--- src/rtl/osd_wr_scheduler.sv ---
// osd_wr_scheduler
// Arbitrates the single OSD RAM write port between the CPU write vector and
// the hardware status-overlay writer. Writes are only issued inside a
// vertical-blanking window that opens on the falling edge of the captured
// vsync bit and closes after WIN_LINES captured hsync falls. Both requesters
// are served round-robin. A run that began while the requester was alone may
// extend up to MAX_BURST grants once the other requester turns up. Write
// strobes are spaced at least WR_SPACING cycles apart.
module osd_wr_scheduler #(
  parameter logic [9:0] WIN_LINES  = 10'd16,  // 1..1023
  parameter logic [3:0] MAX_BURST  = 4'd8,    // 1..15
  parameter logic [2:0] WR_SPACING = 3'd4     // 1..7
) (
  input  logic        N64_CLK_i,
  input  logic        CTRL_nRST,
  input  logic        nVDSYNC_i,
  input  logic        VD_VS_i,
  input  logic        VD_HS_i,
  input  logic        cpu_req_i,
  input  logic [19:0] cpu_data_i,
  output logic        cpu_ack_o,
  input  logic        hw_req_i,
  input  logic [19:0] hw_data_i,
  output logic        hw_ack_o,
  output logic        osd_wr_en_o,
  output logic [19:0] osd_wr_data_o,
  output logic        window_o
);

  typedef enum logic [1:0] {
    ST_WAIT_VS = 2'b00,
    ST_WINDOW  = 2'b01
  } state_t;

  typedef enum logic {
    REQ_HW  = 1'b0,
    REQ_CPU = 1'b1
  } req_id_t;

  localparam logic [2:0] SPACE_RELOAD = WR_SPACING - 3'd1;

  // sync capture
  logic vs_buf, hs_buf, vs_buf_d, hs_buf_d;
  logic vs_fall, hs_fall;

  // window FSM
  state_t     state, state_nxt;
  logic [9:0] line_cnt, line_nxt;

  // arbitration
  logic [2:0] space_cnt;
  logic [3:0] burst_cnt;
  req_id_t    last_grant;
  logic       run_open;   // current run started while its requester was alone
  logic       gnt_valid;
  req_id_t    gnt_id;
  logic       both_req;

  // Capture the sync bits only while a sync byte is on the bus; keep the
  // previous value so a single-cycle falling edge can be detected.
  // NOTE: sequential state uses non-blocking assignments so every register
  // samples the pre-edge values of the others, independent of block order.
  always_ff @(posedge N64_CLK_i or negedge CTRL_nRST) begin
    if (!CTRL_nRST) begin
      vs_buf   <= 1'b1;
      hs_buf   <= 1'b1;
      vs_buf_d <= 1'b1;
      hs_buf_d <= 1'b1;
    end else begin
      if (!nVDSYNC_i) begin
        vs_buf <= VD_VS_i;
        hs_buf <= VD_HS_i;
      end
      vs_buf_d <= vs_buf;
      hs_buf_d <= hs_buf;
    end
  end

  assign vs_fall = vs_buf_d & ~vs_buf;
  assign hs_fall = hs_buf_d & ~hs_buf;

  // Window state and line counter registers.
  always_ff @(posedge N64_CLK_i or negedge CTRL_nRST) begin
    if (!CTRL_nRST) begin
      state    <= ST_WAIT_VS;
      line_cnt <= 10'd0;
    end else begin
      state    <= state_nxt;
      line_cnt <= line_nxt;
    end
  end

  // Window next-state: vsync restarts the window, hsync counts lines.
  // NOTE: every variable driven here gets a default first, so no path can
  // leave it unassigned and infer a latch.
  always_comb begin
    state_nxt = state;
    line_nxt  = line_cnt;
    case (state)
      ST_WAIT_VS: begin
        if (vs_fall) begin
          line_nxt  = 10'd0;
          state_nxt = ST_WINDOW;
        end
      end
      ST_WINDOW: begin
        if (vs_fall) begin
          line_nxt = 10'd0;
        end else if (hs_fall) begin
          if (line_cnt + 10'd1 == WIN_LINES) begin
            state_nxt = ST_WAIT_VS;
            line_nxt  = 10'd0;
          end else begin
            line_nxt = line_cnt + 10'd1;
          end
        end
      end
      default: begin
        state_nxt = ST_WAIT_VS;
        line_nxt  = 10'd0;
      end
    endcase
  end

  assign window_o = (state == ST_WINDOW);
  assign both_req = cpu_req_i & hw_req_i;

  // Grant decision; uses the next window state so the first grant can land
  // in the same cycle the window opens, and none lands on the closing edge.
  always_comb begin
    gnt_valid = 1'b0;
    gnt_id    = REQ_CPU;
    if (state_nxt == ST_WINDOW && space_cnt == 3'd0) begin
      if (both_req) begin
        gnt_valid = 1'b1;
        if (run_open && burst_cnt < MAX_BURST) begin
          gnt_id = last_grant;
        end else begin
          gnt_id = (last_grant == REQ_CPU) ? REQ_HW : REQ_CPU;
        end
      end else if (cpu_req_i) begin
        gnt_valid = 1'b1;
        gnt_id    = REQ_CPU;
      end else if (hw_req_i) begin
        gnt_valid = 1'b1;
        gnt_id    = REQ_HW;
      end
    end
  end

  // Registered write strobe, data and ack pulses.
  always_ff @(posedge N64_CLK_i or negedge CTRL_nRST) begin
    if (!CTRL_nRST) begin
      osd_wr_en_o   <= 1'b0;
      osd_wr_data_o <= 20'h0;
      cpu_ack_o     <= 1'b0;
      hw_ack_o      <= 1'b0;
    end else begin
      osd_wr_en_o <= gnt_valid;
      cpu_ack_o   <= gnt_valid && (gnt_id == REQ_CPU);
      hw_ack_o    <= gnt_valid && (gnt_id == REQ_HW);
      if (gnt_valid) begin
        osd_wr_data_o <= (gnt_id == REQ_CPU) ? cpu_data_i : hw_data_i;
      end
    end
  end

  // Spacing counter, burst counter and round-robin history.
  always_ff @(posedge N64_CLK_i or negedge CTRL_nRST) begin
    if (!CTRL_nRST) begin
      space_cnt  <= 3'd0;
      burst_cnt  <= 4'd0;
      last_grant <= REQ_HW;
      run_open   <= 1'b0;
    end else begin
      if (gnt_valid) begin
        space_cnt  <= SPACE_RELOAD;
        last_grant <= gnt_id;
        if (gnt_id == last_grant) begin
          if (burst_cnt != 4'd15) begin
            burst_cnt <= burst_cnt + 4'd1;
          end
          run_open <= run_open | ~both_req;
        end else begin
          burst_cnt <= 4'd1;
          run_open  <= ~both_req;
        end
      end else if (space_cnt != 3'd0) begin
        space_cnt <= space_cnt - 3'd1;
      end
    end
  end

endmodule
--- config.mk ---
export PLATFORM = sky130hd
export DESIGN_NAME = osd_wr_scheduler
export DESIGN_NICKNAME = d
export VERILOG_FILES = /design/src/rtl/osd_wr_scheduler.sv
export SDC_FILE = /design/constraint.sdc
export NUM_CORES = 1
export LEC_CHECK = 0
export CAP_MARGIN = 20
export CORE_ASPECT_RATIO = 1.25
export CORE_MARGIN = 4
export CORE_UTILIZATION = 50
export DETAILED_ROUTE_END_ITERATION = 10
export MAX_ROUTING_LAYER = met4
export PLACE_DENSITY_LB_ADDON = 0.1
export SYNTH_ARGS = -nofsm -noshare
export SYNTH_HDL_FRONTEND = slang
export SYNTH_SLANG_ARGS = --single-unit
--- constraint.sdc ---
create_clock -name N64_CLK_i -period 5.7 [get_ports N64_CLK_i]
set_input_delay 0.855 -clock N64_CLK_i [delete_from_list [all_inputs] [get_ports N64_CLK_i]]
set_output_delay 0.855 -clock N64_CLK_i [all_outputs]
set_load 0.02 [all_outputs]
; Word level (Yosys, flattened, before mapping)
; Cells that the tools add are included.
[totals]
ff_bits = 48
input_bits = 47
output_inout_bits = 24
elab_cells = 70
[classes]
n_addsub = 3
magnitude_cmp = 1
n_eq_ne = 8
n_mux = 26
n_bitwise = 8
reduce_logical = 10
[ops]
columns = op, count
row1 = 10-bit two-way mux, 4
row2 = 20-bit two-way mux, 1
row3 = 10-bit one-hot mux with 2 select lines, 1
row4 = 1-bit two-way mux, 11
row5 = 10-bit by 1-bit adder with 10-bit output (second input constant), 1
row6 = 10-bit by 5-bit == test with 1-bit output (second input constant), 1
row7 = 2-bit two-way mux, 4
row8 = 4-bit two-way mux, 2
row9 = 3-bit two-way mux, 2
row10 = 4-bit by 1-bit adder with 4-bit output (second input constant), 1
row11 = 2-bit by 1-bit == test with 1-bit output (second input constant), 2
row12 = 1-bit logical AND, 4
row13 = 4-bit less-than comparator (second input constant), 1
row14 = 4-bit inequality test (second input constant), 1
row15 = 1-bit NOT, 4
row16 = 2-bit one-hot mux with 2 select lines, 1
row17 = 2-bit AND reduction, 2
row18 = 1-bit AND, 3
row19 = 3-bit logical NOT, 1
row20 = 3-bit by 1-bit inequality test with 1-bit output (second input constant), 1
row21 = 3-bit nonzero test, 1
row22 = 3-bit by 1-bit subtractor with 3-bit output (second input constant), 1
row23 = 2-bit logical NOT, 1
row24 = 2-bit by 1-bit inequality test with 1-bit output (second input constant), 1
row25 = other kinds (4), 4

; Depth between registers and ports, before layout
; Gate-level depths: netlist of the first run.
[logic_depth]
depth_word = 12
depth_mapped = 11
depth_no_buf = 9

; Least setup slack after synthesis of the first run
; OpenSTA, ideal clock, no wires.
[synth_path]
path_kind = flip-flop to flip-flop
start = register line_cnt[0]
end = register burst_cnt[0]
setup_ps = 94
arrival_ps = 2004
required_time_ps = 5606
setup_slack_ps = 3603
path_stages_with_launch = 11
n_path_buf = 2
period_less_slack_ps = 2097
path_cell_list = dfrtp_1 -> ha_1 -> nor4bb_1 -> and4bb_2 -> o211a_1 -> or3_1 -> buf_6 -> inv_6 -> buf_8 -> nor2_2 -> a221oi_2
[synth_via]
word_cells_on_any_way = 14
cone_classes = 1 x add/sub / 4 x eq/ne / 7 x mux / 2 x reduce/logical
[synth_rtl]
columns = item, line
row1 = start: declaration, 48  ; logic [9:0] line_cnt, line_nxt;
row2 = start signal: assignment, 89  ; line_cnt <= line_nxt;
row3 = 10-bit by 1-bit adder with 10-bit output, 110  ; if (line_cnt + 10'd1 == WIN_LINES) begin
row4 = 10-bit by 5-bit == test with 1-bit output, 110
row5 = 2-bit two-way mux, 110
row6 = 2-bit two-way mux, 109  ; end else if (hs_fall) begin
row7 = 2-bit two-way mux, 107  ; if (vs_fall) begin
row8 = 2-bit one-hot mux with 2 select lines, 99  ; case (state)
row9 = 2-bit by 1-bit == test with 1-bit output, 133  ; if (state_nxt == ST_WINDOW && space_cnt == 3'd0) begin
row10 = 1-bit logical AND, 133
row11 = 1-bit two-way mux, 133
row12 = net gnt_valid, 55  ; logic gnt_valid;
row13 = 2-bit AND reduction (no source line), n/a
row14 = end signal: assignment, 181  ; burst_cnt <= burst_cnt + 4'd1;
row15 = end: declaration, 52  ; logic [3:0] burst_cnt;
; The timed path passes the listed nets, and every way through them passes these cells.
; A chain may end at the register's enable or synchronous reset.

; Final worst setup path of the first run
[layout_path]
start = register line_cnt[0]
end = register burst_cnt[1]
[layout_via]
elab_chain_len = 12
word_cells_on_any_way = 14
cone_classes = 1 x add/sub / 4 x eq/ne / 7 x mux / 2 x reduce/logical
[layout_rtl]
columns = item, line
row1 = 10-bit by 1-bit adder with 10-bit output (*), 110
row2 = 10-bit by 5-bit == test with 1-bit output (*), 110
row3 = 2-bit two-way mux (*), 110
row4 = 2-bit two-way mux (*), 109
row5 = 2-bit two-way mux (*), 107
row6 = 2-bit one-hot mux with 2 select lines (*), 99
row7 = 2-bit by 1-bit == test with 1-bit output (*), 133
row8 = 1-bit logical AND (*), 133
row9 = 1-bit two-way mux, 133
row10 = 1-bit == test, 179  ; if (gnt_id == last_grant) begin
row11 = 2-bit by 1-bit inequality test with 1-bit output (no source line), n/a
row12 = 2-bit AND reduction (no source line), n/a
; Every way passes the cells marked *; elsewhere a longest branch is shown, timed or not.

==> summary.txt, run 1 <==
GRT
  • Pin count of the biggest net entering global routing: 49
  • Vias in the first global route: 1,987
  • Initial antenna violation count: 0
  • First-pass GRT wire length: between 8 and 9 mm
  • GRT Total Usage: around a fifth
  • GR Overflow Total: 0

Placement
  • Worst slack at placement: 2710 ps
  • GPL Wtd Cong: 0.777
  • Dpl hpwl: 3.76 mm
  • Placed standard-cell area: 0.00304 sq mm
  • IO Port Bufs: 70

Detailed routing
  • Vias: 1,963
  • Final routed DRC violation total: 0
  • DR WL/cell: ~14 um
  • Met1 Wirelength: 2.05 mm
  • Drt first pass iters: 4
  • Met2 wire length: 2.64 mm
  • Highest metal used: met4
  • Met3 routed WL: roughly 440 um
  • Iter 0 DRT Violations: 137
  • Final wirelength: 5.19 mm
  • Final ANT Viol Nets: 0
  • Vias per cell: 5.44

Synthesis
  • Post-Syn Nets: approximately 290
  • Mapped Area: 0.00233 sq mm
  • Sequential cell area fraction in the yosys report: about half
  • Top cell type's share of synthesized area: 47.2%
  • Post-Synth Simple-Gate Area: a little under a fifth
  • Number of synthesized flops with an enable pin: 0
  • Synth Instances: ~240
  • Post-synthesis register bit count: 48
  • Post-Synth XOR/XNOR Area: between 3 and 4%
  • Dominant synthesized flop cell: dfrtp_1
  • Synth area leaders: dfrtp_1 47%, a22oi_1 6.4%, o21ai_0 5.6%
  • Yosys warning count: 0
  • Compound-Gate Fraction of Synth Area: around 18%
  • Largest family of logic cells by synthesized area: compound AO/OA/AOI/OAI gates
  • Post-synth ARST share: 100%
  • Post-synth cell types: between 40 and 50
  • Area leader, netlist: dfrtp_1
  • Adder-cell share of the synthesized area: 2.14%
  • Post-synthesis mux area share: 0.965%
  • Mean area per synthesized cell: between 9 and 10 sq um

Cells and area
  • Cell area after layout: between 0.003 and 0.004 sq mm
  • Layout Nets: between 300 and 400
  • Share of cells above drive strength 1: 8.91%
  • # diodes: 0
  • Synth-to-layout area growth: 35.0%

STA
  • Slew HR: about a third
  • Max Clk Rate: 363 MHz
  • RSZ-0062 raised after global routing: false
  • Setup TNS: 0 ps
  • Final worst path period share: 48.3%
  • Min cycle time layout: 2760 ps
  • Setup violations, final: 0
  • Fin Clk Skew: approximately 6.5 ps
  • Hold Fails Final Rpt: 0
  • Final setup margin: 2940 ps
  • Slew of the pin with the lowest slew margin: 1000 ps
  • Final Hold Slack: 380 ps
  • Max Slew Vio Count: 0

Critical path
  • Worst Setup SP: line_cnt[0]
  • Critical Path Start Type: register
  • WS Path Type: register to register
  • Kind of end point of the critical path: register
  • Setup slack, reg-to-reg: 2940 ps
  • WP data required: 5880 ps
  • Worst reg2reg startpoint: line_cnt[0]
  • Setup crit end: burst_cnt[1]
  • Critical Path AT: 2940 ps
  • R2R Path End: burst_cnt[1]
  • Worst Path Max Fanout: 26
  • Worst r2r path cells: 8

Status
  • Outcome: complete, no violations

CTS
  • Clock Tree Buf Depth: 2
  • # Post-CTS Setup Buffers: 0
  • Clock Root Buffer: clkbuf_8
  • Total clock sinks: between 40 and 50
  • H-tree depth: 2
  • Post_cts resized: 0
  • Num CTS Buffers: 5
  • Worst-Skew Late Latency: ~300 ps
  • CTS Hold Bufs: 0
  • Clk slew on worst S/H paths: 90 ps
  • TritonCTS clock tree: done

Floorplan
  • Core area: 0.00446 sq mm
  • Die width: between 60 and 70 um
  • Die Y: 84.4 um
  • Row cnt: 27
  • Die area: 0.00583 sq mm
  • Initial Util: a little over half
  • # IOs: 71

Power and ir drop
  • Leakage Power: 1.35 nW
  • Pwr Density: 387 mW/mm^2
  • Worst vdd ir: around 240 uV

Flow run
  • Max Cap Viol: 0

Hold path
  • Hold Crit Class: primary input to asynchronous set/reset pin
==> report_power, final <==
| part | internal, mW | switching (mW) | leakage, nW |
|---|---|---|---|
| logic | 0.240 | 0.261 | 0.693 |
| clock network | 0.0970 | 0.110 | 0.0510 |
| registers | 0.445 | 0.0658 | 0.610 |
| total | 0.782 | 0.437 | 1.35 |
==> synth_stat cells (2+ instances only) <==
master    number
dfrtp_1       44
nand2_1       31
o21ai_0       26
a22oi_1       20
nor2_1        17
nand3_1        9
clkbuf_1       8
inv_1          7
a21oi_1        6
xor2_1         6
and3_1         4
dfstp_2        4
ha_1           4
nor2b_1        4
xnor2_1        4
a31oi_1        2
and3b_1        2
buf_2          2
mux2_2         2
nand3b_1       2
o211ai_1       2
o22ai_1        2
or2_2          2
or3_1          2
==> placed cells by master (no fill, tap or decap), drive strengths merged, types with 8 or more instances in the layout <==
cell and count:
o21ai 27, nand3 9, clkdlybuf4s50 69, nor2 18
inv 8, nand2 31, a22oi 20, dfrtp 44
==> how the worst min path moves through the flow <==
stage | end | slack, ps | startpoint | depth (start not counted)
6_report | line_cnt[6] | 380 | CTRL_nRST | 1
5_1_grt | line_cnt[2] | 370 | CTRL_nRST | 1
4_1_cts | hs_buf_d | 390 | hs_buf | 0
3_5_place_dp | vs_buf_d | 380 | vs_buf | 0
3_3_place_gp | vs_buf_d | 370 | vs_buf | 0
2_1_floorplan | vs_buf_d | 360 | vs_buf | 0
==> cell type report <==
class,instances,area [sq um]
Tap cell,58,72.6
Clock buffer,6,82.6
Sequential cell,48,1210
Fill cell,368,1310
Timing Repair Buffer,71,716
Inverter,8,35.0
Multi-Input combinational cell,168,1030
Clock inverter,2,10.0
==> per-layer routing <==
| metal | vias to the layer above | GRT usage [%] |
|---|---|---|
| li1 | 962 | - |
| met1 | 941 | 19.9 |
| met2 | 55 | 33.2 |
| met3 | 5 | 6.59 |
| met4 | 0 | 5.68 |
| met5 | - | - |
==> per-stage QoR <==
stage          utilization [%]  power [mW]  cells
2_1_floorplan                -       0.787    236
3_3_place_gp              68.2        1.01    352
3_5_place_dp              68.2        1.02    352
4_1_cts                   70.3        1.23    360
5_1_grt                   70.7        1.31    361
6_report                  70.7        1.22    361
==> sequential cells by signal (all words and copies together), names as in the netlist, 2 cells and up <==
register       cells
state              2
space_cnt          3
osd_wr_data_o     20
burst_cnt          4
line_cnt          10
==> cell families after synthesis <==
group                      Yosys count
and+or+nand+nor                     84
AOI/OAI and AO/OA                   67
DFF                                 48
buffers and inverters               20
xor gates and xnor gates            10
adders and majority gates            4
muxes                                2
other                                1
==> worst max-delay path, cell delays in order (launching register included) <==
cell	delay, ps
dfrtp_1	450
ha_1	280
nor4bb_1	320
and4bb_2	290
o211a_1	170
or3_1	730
inv_6	110
a31oi_1	200
o22ai_1	90
Power figures use the tool's default switching activity.
==> run 2, diff against run 1 <==
--- a/config.mk
+++ b/config.mk
@@ -8,7 +8,7 @@
 export CAP_MARGIN = 20
 export CORE_ASPECT_RATIO = 1.25
 export CORE_MARGIN = 4
-export CORE_UTILIZATION = 50
+export CORE_UTILIZATION = 47
 export DETAILED_ROUTE_END_ITERATION = 10
 export MAX_ROUTING_LAYER = met4
 export PLACE_DENSITY_LB_ADDON = 0.1
==> constraint.sdc (replaced) <==
create_clock -name N64_CLK_i -period 2.6 [get_ports N64_CLK_i]
set_input_delay 0.39 -clock N64_CLK_i [delete_from_list [all_inputs] [get_ports N64_CLK_i]]
set_output_delay 0.39 -clock N64_CLK_i [all_outputs]
set_load 0.02 [all_outputs]
==> run 2 against run 1 <==
  * Final cell count is 2.2% higher
  * Largest power group unchanged
  * Non-clock buffer count is 6 higher
  * Hold slack worse by 310 ps
  * Clock power is 100% higher
  * Highest routed layer unchanged
==> summary.txt, run 2 (synthesis results as in run 1) <==
Critical path
  • Critical Path Start Type: register
  • Kind of end point of the critical path: register
  • WP data required: between 2000 and 3000 ps
  • Worst Path Max Fanout: 11
  • Critical Path Slowest Stage Cell: dfrtp_1
  • Worst-path cell chain: ha_1 -> and3_1 -> a211oi_2 -> o211a_1 -> or3_1 -> buf_4 -> inv_6 -> nor2_2 -> a221oi_2
  • WS Path Type: register to register
  • CP peak stage delay: about 450 ps
  • Critical Path AT: 2420 ps

Power and ir drop
  • Net Sw Power: between 0.9 and 1 mW
  • Int Pwr: 1.70 mW
  • Leakage Power: 1.37 nW
  • Sw Ratio: 35.9%
  • Worst vdd ir: roughly 500 uV
  • Clock power share: 15.9%
  • Pwr Density: 837 mW/mm^2
  • Seq pwr share: 42.1%
  • Power share of the combinational group: about two fifths

Detailed routing
  • Final ANT Viol Nets: 0
  • Final wirelength: 5.17 mm
  • Iter 0 DRT Violations: 55
  • DR WL/cell: around 14 um
  • Vias: approximately 2,000
  • Vias per cell: 5.41
  • Final routed DRC violation total: 0
  • Drt first pass iters: 4

STA
  • Slew of the pin with the lowest slew margin: 539 ps
  • Min cycle time layout: around 2200 ps
  • Final Hold Slack: 66.4 ps
  • Max Clk Rate: about 450 MHz
  • Fin Clk Skew: 11.9 ps
  • Final worst path period share: 85.2%
  • Setup TNS: 0 ps
  • Slew HR: between 60 and 70%
  • RSZ-0062 raised after global routing: false
  • Hold Fails Final Rpt: 0
  • Max Slew Vio Count: 0
  • Setup violations, final: 0

Cells and area
  • Top flop regs: osd_wr_data_o x20, line_cnt x10, burst_cnt x4
  • Share of cells above drive strength 1: 10.0%
  • Synth-to-layout area growth: 36.1%
  • Largest Register: osd_wr_data_o
  • Most frequent cells in the layout: 69 x clkdlybuf4s50_1, 44 x dfrtp_1, 31 x nand2_1
  • Fillers: 404
  • # diodes: 0
  • Largest register FFs: 20
  • Layout Nets: 359
  • Leading cell type in the layout, fill and taps excluded: clkdlybuf4s50_1

Floorplan
  • Die area: a little over 0.006 sq mm
  • Core area: roughly 0.0048 sq mm
  • Initial Util: 49.0%
  • Die Y: just under 90 um
  • Row cnt: 28
  • # IOs: a little over 70
  • Die width: roughly 71 um

CTS
  • # Post-CTS Setup Buffers: 0
  • Clock Root Buffer: clkbuf_8
  • TritonCTS clock tree: done
  • Num CTS Buffers: 5
  • H-tree depth: 2
  • Clk slew on worst S/H paths: 80 ps
  • CTS Hold Bufs: 0
  • Total clock sinks: 48
  • Worst-Skew Late Latency: roughly 300 ps
  • Clock Tree Buf Depth: 2
  • Post_cts resized: 0

Placement
  • Dpl hpwl: between 3 and 4 mm
  • IO Port Bufs: 70
  • GPL Wtd Cong: about 0.84

GRT
  • Pin count of the biggest net entering global routing: 25
  • GR Overflow Total: 0
  • First-pass GRT wire length: 8.85 mm
  • Initial antenna violation count: 0
  • Vias in the first global route: 2,012
  • GRT Total Usage: 18.4%

Hold path
  • Hold Crit Class: primary input to asynchronous set/reset pin

Status
  • Outcome: complete, no violations

Flow run
  • Max Cap Viol: 0
[run 2: changes by cell type in the layout (fill, tap and decap cells not counted)]
cell,previous run,this run
clkbuf_1,0,2
clkinv_2,2,1
buf_12,1,0
buf_4,0,7
clkbuf_8,6,5
[run 2: worst paths after layout]
kind | startpoint | end | slack [ps] | cells after the start
worst max-delay path | line_cnt[0] | burst_cnt[0] | 380 | 9
max in group asynchronous | CTRL_nRST | vs_buf_d | 1850 | 2
worst min register to register | vs_buf | vs_buf_d | 380 | 0
worst max register to register | line_cnt[0] | burst_cnt[0] | 380 | 9
worst min-delay path | CTRL_nRST | line_cnt[8] | 70 | 1
min in group N64_CLK_i | vs_buf | vs_buf_d | 380 | 0
[run 2: power by group through the flow]
stage | Combinational, mW | Sequential [mW] | Clock (mW)
finish | 1.11 | 1.12 | 0.423
CTS | 1.13 | 1.12 | 0.440
global route | 1.23 | 1.14 | 0.464
detailed placement | 1.13 | 1.13 | 0
floorplan | 0.423 | 1.30 | 0
global placement | 1.12 | 1.12 | 0
[run 2: final cells by class]
cell class              count  area [sq um]  area share (%)
flip-flops and latches     48          1210            38.0
multi-input cells         168          1030            32.5
repair buffers             77           748            23.6
clock buffers               7          76.3            2.40
well taps                  60          75.1            2.36
inverters                   8          35.0            1.10
clock inverters             1          5.00           0.158
[run 2: metal layers]
metal / share of wire [%] / vias to the layer above / GRT usage [%] / wire length (um)
li1: - / 977 / - / -
met1: 41 / 947 / 20.8 / 2110
met2: 51 / 64 / 31.5 / 2610
met5: 0 / - / - / 0
met3: 7.1 / 8 / 5.10 / 367
met4: 1.6 / 0 / 6.15 / 82
[run 2: stage by stage]
| step | utilization [%] | cells | area [sq um] | power (mW) | setup slack, ps |
|---|---|---|---|---|---|
| final | 66.7 | 369 | 3180 | 2.66 | 384 |
| after global routing | 66.7 | 369 | 3180 | 2.84 | 165 |
| after CTS | 66.7 | 369 | 3180 | 2.69 | 378 |
| after detailed placement | 65.0 | 361 | 3100 | 2.26 | 400 |
| after global placement | 65.0 | 361 | 3100 | 2.24 | 467 |
| after floorplan | - | 236 | 2330 | 1.73 | 503 |
[run 2: critical path, delay by kind of cell (launching register included)]
kind | cells | cell delay (ps)
and+or+nand+nor | 3 | 640
AOI/OAI and AO/OA | 3 | 490
DFF | 1 | 450
adders and majority gates | 1 | 280
buffers and inverters | 2 | 260
